**src/rtl/mips_pkg.sv**
```systemverilog
// Shared encodings for the multiply/divide unit: op codes (also used by the
// decoder) and the sequencer state encoding.
package mips_pkg;

    typedef enum logic [1:0] {
        OP_MULT  = 2'b00,
        OP_MULTU = 2'b01,
        OP_DIV   = 2'b10,
        OP_DIVU  = 2'b11
    } md_op_e;

    typedef enum logic [1:0] {
        ST_IDLE = 2'b00,
        ST_RUN  = 2'b01,
        ST_FIX  = 2'b10,
        ST_DONE = 2'b11
    } md_state_e;

    function automatic logic op_is_div(input md_op_e op);
        return (op == OP_DIV) || (op == OP_DIVU);
    endfunction

    function automatic logic op_is_signed(input md_op_e op);
        return (op == OP_MULT) || (op == OP_DIV);
    endfunction

endpackage

```
**src/rtl/muldiv_dp.sv**
```systemverilog
// Iterative datapath: one shift-add multiply step or one restoring-divide
// step per cycle on unsigned magnitudes. hi/lo hold the partial results.
module muldiv_dp #(
    parameter int WIDTH = 32
) (
    input  logic             clk,
    input  logic             load_i,
    input  logic             step_i,
    input  logic             div_i,
    input  logic [WIDTH-1:0] a_i,
    input  logic [WIDTH-1:0] b_i,
    output logic [WIDTH-1:0] hi_o,
    output logic [WIDTH-1:0] lo_o
);

    logic [WIDTH-1:0] hi_q, hi_d, lo_q, lo_d, b_q, b_d;
    logic [WIDTH:0]   sum, shifted, diff;

    // Next partial values: load operands, or advance one multiply/divide step.
    always_comb begin
        // NOTE: every signal gets a default first so no path leaves it unassigned (no latch).
        hi_d    = hi_q;
        lo_d    = lo_q;
        b_d     = b_q;
        sum     = {1'b0, hi_q} + (lo_q[0] ? {1'b0, b_q} : '0);
        shifted = {hi_q, lo_q[WIDTH-1]};
        diff    = shifted - {1'b0, b_q};
        if (load_i) begin
            hi_d = '0;
            lo_d = a_i;
            b_d  = b_i;
        end else if (step_i) begin
            if (div_i) begin
                // A clear sign bit on the trial difference means the divisor fits.
                if (!diff[WIDTH]) begin
                    hi_d = diff[WIDTH-1:0];
                    lo_d = {lo_q[WIDTH-2:0], 1'b1};
                end else begin
                    hi_d = shifted[WIDTH-1:0];
                    lo_d = {lo_q[WIDTH-2:0], 1'b0};
                end
            end else begin
                hi_d = sum[WIDTH:1];
                lo_d = {sum[0], lo_q[WIDTH-1:1]};
            end
        end
    end

    // Partial-result registers.
    always_ff @(posedge clk) begin
        // NOTE: no reset here; these are always loaded on accept before use, and HI/LO only copy them from FIX.
        hi_q <= hi_d;
        lo_q <= lo_d;
        b_q  <= b_d;
    end

    assign hi_o = hi_q;
    assign lo_o = lo_q;

endmodule

```
**src/rtl/muldiv_seq.sv**
```systemverilog
// MIPS-style sequential multiply/divide unit: FSM, iteration counter,
// sign handling and the architectural HI/LO registers.
module muldiv_seq
    import mips_pkg::*;
#(
    parameter int WIDTH = 32
) (
    input  logic             clk,
    input  logic             rst,
    input  logic             start_i,
    input  logic [1:0]       op_i,
    input  logic [WIDTH-1:0] rs_val_i,
    input  logic [WIDTH-1:0] rt_val_i,
    input  logic             read_req_i,
    input  logic             flush_i,
    output logic             busy_o,
    output logic             stall_o,
    output logic             done_o,
    output logic             dz_o,
    output logic [WIDTH-1:0] hi_o,
    output logic [WIDTH-1:0] lo_o
);

    localparam int CW = (WIDTH > 1) ? $clog2(WIDTH) : 1;

    md_state_e        state_q, state_d;
    md_op_e           op_q, op_d, op_in;
    logic [CW-1:0]    cnt_q, cnt_d;
    logic             neg_a_q, neg_a_d, neg_b_q, neg_b_d, dz_q, dz_d;
    logic [WIDTH-1:0] hi_q, hi_d, lo_q, lo_d;
    logic [WIDTH-1:0] mag_a, mag_b, dp_hi, dp_lo, res_hi, res_lo;
    logic [2*WIDTH-1:0] prod;
    logic             accept, div_zero, last_step, in_signed;

    assign op_in     = md_op_e'(op_i);
    assign in_signed = op_is_signed(op_in);
    assign accept    = (state_q == ST_IDLE || state_q == ST_DONE) && start_i && !flush_i;
    assign div_zero  = op_is_div(op_in) && (rt_val_i == '0);
    assign last_step = (cnt_q == CW'(WIDTH - 1));
    assign mag_a     = (in_signed && rs_val_i[WIDTH-1]) ? -rs_val_i : rs_val_i;
    assign mag_b     = (in_signed && rt_val_i[WIDTH-1]) ? -rt_val_i : rt_val_i;

    muldiv_dp #(.WIDTH(WIDTH)) u_dp (
        .clk    (clk),
        .load_i (accept),
        .step_i (state_q == ST_RUN),
        .div_i  (op_is_div(op_q)),
        .a_i    (mag_a),
        .b_i    (mag_b),
        .hi_o   (dp_hi),
        .lo_o   (dp_lo)
    );

    // State register.
    always_ff @(posedge clk) begin
        if (rst) state_q <= ST_IDLE;
        else     state_q <= state_d;
    end

    // Next-state logic; flush abandons an in-flight operation.
    always_comb begin
        state_d = state_q;
        case (state_q)
            ST_IDLE, ST_DONE: begin
                if (accept) state_d = div_zero ? ST_DONE : ST_RUN;
                else        state_d = ST_IDLE;
            end
            ST_RUN:  state_d = flush_i ? ST_IDLE : (last_step ? ST_FIX : ST_RUN);
            ST_FIX:  state_d = flush_i ? ST_IDLE : ST_DONE;
            default: state_d = ST_IDLE;
        endcase
    end

    // FSM outputs.
    always_comb begin
        busy_o  = (state_q == ST_RUN) || (state_q == ST_FIX);
        done_o  = (state_q == ST_DONE);
        dz_o    = done_o && dz_q;
        stall_o = busy_o && (start_i || read_req_i);
    end

    // Sign correction of the unsigned magnitude result.
    always_comb begin
        prod   = {dp_hi, dp_lo};
        res_hi = dp_hi;
        res_lo = dp_lo;
        if (op_is_div(op_q)) begin
            if (neg_a_q ^ neg_b_q) res_lo = -dp_lo;
            if (neg_a_q)           res_hi = -dp_hi;
        end else if (neg_a_q ^ neg_b_q) begin
            prod             = -{dp_hi, dp_lo};
            {res_hi, res_lo} = prod;
        end
    end

    // Operation context, counter and HI/LO next values.
    always_comb begin
        op_d    = op_q;
        neg_a_d = neg_a_q;
        neg_b_d = neg_b_q;
        dz_d    = dz_q;
        cnt_d   = cnt_q;
        hi_d    = hi_q;
        lo_d    = lo_q;
        if (accept) begin
            op_d    = op_in;
            neg_a_d = in_signed && rs_val_i[WIDTH-1];
            neg_b_d = in_signed && rt_val_i[WIDTH-1];
            dz_d    = div_zero;
            cnt_d   = '0;
        end else if (state_q == ST_RUN) begin
            cnt_d = cnt_q + 1'b1;
        end
        if (state_q == ST_FIX && !flush_i) begin
            hi_d = res_hi;
            lo_d = res_lo;
        end
    end

    // Context, counter and architectural HI/LO registers.
    always_ff @(posedge clk) begin
        // NOTE: sequential state uses non-blocking assignments so every flop samples pre-edge values.
        if (rst) begin
            op_q    <= OP_MULT;
            neg_a_q <= 1'b0;
            neg_b_q <= 1'b0;
            dz_q    <= 1'b0;
            cnt_q   <= '0;
            hi_q    <= '0;
            lo_q    <= '0;
        end else begin
            op_q    <= op_d;
            neg_a_q <= neg_a_d;
            neg_b_q <= neg_b_d;
            dz_q    <= dz_d;
            cnt_q   <= cnt_d;
            hi_q    <= hi_d;
            lo_q    <= lo_d;
        end
    end

    assign hi_o = hi_q;
    assign lo_o = lo_q;

endmodule

```
**config.mk**
```make
export PLATFORM = sky130hd
export DESIGN_NAME = muldiv_seq
export DESIGN_NICKNAME = d
export VERILOG_FILES = /design/src/rtl/mips_pkg.sv /design/src/rtl/muldiv_dp.sv /design/src/rtl/muldiv_seq.sv
export SDC_FILE = /design/constraint.sdc
export NUM_CORES = 1
export LEC_CHECK = 0
export CAP_MARGIN = 30
export CORE_MARGIN = 1
export CORE_UTILIZATION = 63
export DETAILED_ROUTE_END_ITERATION = 7
export PLACE_DENSITY = 0.95
export SKIP_LAST_GASP = 1
export SYNTH_ARGS = -nofsm -noshare
export SYNTH_HDL_FRONTEND = slang
export SYNTH_SLANG_ARGS = --single-unit
export TNS_END_PERCENT = 100
```
**constraint.sdc**
```tcl
create_clock -name clk -period 8.7 [get_ports clk]
set_input_delay 1.74 -clock clk [delete_from_list [all_inputs] [get_ports clk]]
set_output_delay 1.74 -clock clk [all_outputs]
set_load 0.05 [all_outputs]
```
==> metrics.md <==
| Metric | Value |
|---|---|
| Vias per Instance | `6.59` |
| Slew @ Worst Pin | `1.04 ns` |
| Number of synthesized flops with an enable pin | `64` |
| Crit Path Class | `in -> out` |
| Nets | `between 1500 and 2000` |
| Register area | `4070 um2` |
| Area leader, netlist | `dfxtp_1` |
| CTS sink count | `approximately 170` |
| Detail Route Antenna Nets | `0` |
| H-Tree Depth | `4` |
| Ys async rst share | `0%` |
| Outcome | `finished, final reports clean` |
| Max-cap check violation count | `0` |
| Die height | `approximately 150 um` |
| RSZ-0062 raised after global routing | `no` |
| Largest net degree at the start of global routing | `between 100 and 150` |
| Drt drc | `0` |
| Ranking of synthesized cells by area | `dfxtp_1 16%, edfxtp_1 15%, ha_1 6.9%` |
| Fmax | `204 MHz` |
| Vias in the first global route | `12000` |
| Chip Width | `147 um` |
| Worst Hold Class | `reg -> reg` |
| # IOs | `around 140` |
| CTS root buf | `clkbuf_16` |
| Main synth FF type | `dfxtp_1` |
| WL final | `just under 40000 um` |
| Startpoint types | `input port` |
| R2R Setup Slk | `between 4 and 5 ns` |
| Max VDD drop | `approximately 160 uV` |
| Core box area | `roughly 20000 um2` |
| Post-CTS Resized | `0` |
| Cts bufs inserted | `17` |
| Fin Setup TNS | `0 ns` |
| Initial Util | `about two thirds` |
| Crit share post-route | `approximately 56%` |
| Fin crit period | `slightly below 5 ns` |
| Top-area cell type share of the netlist area | `around 16%` |
| R2R Path Start | `u_dp.lo_o[0]` |
| Share of layout cells above drive strength 1 | `about 4.5%` |
| DRT Pass-1 Iters | `8` |
| Synthesis warning total | `0` |
| Worst Path Required | `about 7.0 ns` |
| Final Hold Vio Count | `0` |
| Final Skew | `between 0.009 and 0.01 ns` |
| Worst Setup End Kind | `output pin` |
| Final setup fails | `0` |
| CTS Hold Bufs | `0` |
| DR WL/cell | `a little under 20 um` |
| Synth Instances | `1633` |
| Antenna violations before repair | `0` |
| Syn avg cell area | `~8 um2` |
| Multi-input logic area | `8570 um2` |
| Post-Syn Area | `between 10000 and 15000 um2` |
| Area growth syn-to-layout | `16.7%` |
| Total gr overflow | `0` |
| CTS Buffer Depth | `2` |
| Fillers | `1451` |
| Reg2reg path depth | `12` |
| Net Count, Synth | `around 1800` |
| WP data arrival | `3.17 ns` |
| Worst-path clk slew | `0.07 ns` |
| Worst flop-to-flop path endpoint | `u_dp.hi_o[31]` |
| Critical Path End | `stall_o` |
| First-pass GRT wire length | `around 62000 um` |
| Flops & latches, synth | `between 150 and 200` |
| Die ar. | `around 22000 um2` |
| Max Slew Vio Count | `0` |
| CTS tree | `built` |
| Post-synthesis sequential area ratio | `between 30% and 40%` |
| GPL Wtd Cong | `about 0.96` |
| Post-CTS setup buffer count | `0` |
| Dpl hpwl | `between 20000 and 30000 um` |
| Worst-Skew Late Latency | `about 0.44 ns` |
| Rel. slew slack | `30.7%` |
| DR vias | `approximately 13000` |
| # rows | `52` |
| Final core utilization | `between 70% and 80%` |
| Static leakage | `between 5 and 6 nW` |
| Critical Path Source | `start_i` |
| Post-synthesis cell type count | `between 70 and 80` |
| PwrDens | `roughly 160 nW/um2` |
| Port Buf Inserts | `about 140` |
| Crit Path Max Fanout | `2` |
| GRT Total Usage | `approximately 36%` |
| Detailed router's first-iteration violation count | `about 1500` |
| Count of antenna diodes in the layout | `0` |
-- critical path, cell delays in order --
cell and delay (ns):
clkdlybuf4s50_1 0.48, nor2_1 0.05, nor2_1 0.09, clkdlybuf4s50_1 0.80
-- registers in the layout, indices dropped and copies added (netlist names) --
signal and count:
cnt_q 5, dz_q 1, hi_o 32, lo_o 32, neg_a_q 1, neg_b_q 1
op_q 1, state_q 2, u_dp.b_q 32, u_dp.hi_o 32, u_dp.lo_o 32
-- placed cells by master (no fill, tap or decap), drive strengths merged, types with 10 or more instances in the layout --
cell type and n:
clkdlybuf4s50 137, o31ai 26, nor3 36, nand4 10, a211oi 63, o221ai 10, a31oi 12, or2 10
a21oi 133, nor2b 11, nand2 142, or3 23, and3 18, o41ai 15, ha 73, xnor2 82
and2 15, o21a 15, nand3 24, a21o 28, clkbuf 20, nor2 197, nor4 12, nand2b 11
edfxtp 64, o21ai 119, mux2i 47, buf 16, dfxtp 107, xor2 85, inv 79
-- final cells by class --
cell class,count,area share (%)
Timing Repair Buffer,154,10.2
Tap cell,270,2.19
Sequential cell,171,26.4
Inverter,69,1.68
Clock inverter,13,0.933
Multi-Input combinational cell,1315,55.6
Clock buffer,19,3.01
-- Yosys cell counts (5+ instances only) --
library cell and count:
o31ai_1 26, a21oi_1 133, nand2_1 142, dfxtp_1 107, inv_1 68, a21o_1 28, edfxtp_1 64, buf_2 5
a22oi_1 6, and2_1 15, clkbuf_1 59, or4_1 8, nor3b_1 8, ha_1 73, nand4_1 10, mux2i_1 47
or3_1 23, a311oi_1 7, nor2b_1 10, o21ai_0 107, a32oi_1 5, xor2_1 85, nor2_1 197, o21a_1 15
o22ai_1 5, and3_1 17, a211oi_1 62, o21bai_1 5, o21ai_1 12, or2_2 10, nand2b_1 11, nor3_1 36
buf_1 10, nor4_1 9, xnor2_1 82, o211ai_1 7, o41ai_1 15, a31oi_1 12, o221ai_1 9, nand3_1 24
-- cells by family (layout without fill, tap and decap cells) --
family                     count (synthesis)  count (layout)  synth area share, %
AOI/OAI and AO/OA                        487             487                 23.7
xor gates and xnor gates                 167             167                 11.1
adders and majority gates                 75              75                 7.22
buffers and inverters                    147             255                 4.40
DFF                                      171             171                 30.8
muxes                                     51              51                 3.90
and+or+nand+nor                          535             535                 18.9
-- layer usage --
layer / global-route usage, % / part of all wire (%) / wire length (um)
met1: 48.7 / 41 / 16200
met2: 57.8 / 45 / 17700
met3: 5.19 / 11 / 4210
met4: 16.6 / 3.8 / 1510
met5: 0 / 0 / 0
-- report_power, final --
part           switching (mW)  internal (mW)  total (mW)
clock network           0.365          0.433       0.798
registers              0.0898          0.881       0.971
logic                   0.429          0.298       0.727
total                   0.883           1.61        2.50
-- per-stage QoR --
| stage | total power [mW] | worst slack [ns] | hold slack (ns) | instances | area, um2 |
|---|---|---|---|---|---|
| 2_1_floorplan | 1.47 | 4.55 | 0.432 | 1633 | 13200 |
| 6_report | 2.50 | 3.79 | 0.460 | 2011 | 15400 |
| 3_3_place_gp | 1.64 | 3.81 | 0.439 | 1971 | 14700 |
| 5_1_grt | 2.59 | 3.74 | 0.484 | 2011 | 15400 |
| 4_1_cts | 2.46 | 3.80 | 0.462 | 2008 | 15400 |
| 3_5_place_dp | 1.67 | 3.80 | 0.453 | 1976 | 14800 |
-- worst min-delay path by stage --
stage             start       end  slack (ns)  cells after the start
3_5_place_dp   hi_o[31]  hi_o[31]        0.45                      2
3_3_place_gp    hi_o[4]   hi_o[4]        0.44                      2
2_1_floorplan      dz_q      dz_q        0.43                      2
4_1_cts        hi_o[14]  hi_o[14]        0.46                      2
6_report           dz_q      dz_q        0.46                      2
5_1_grt        hi_o[14]  hi_o[14]        0.48                      2
Power figures use the tool's default switching activity.
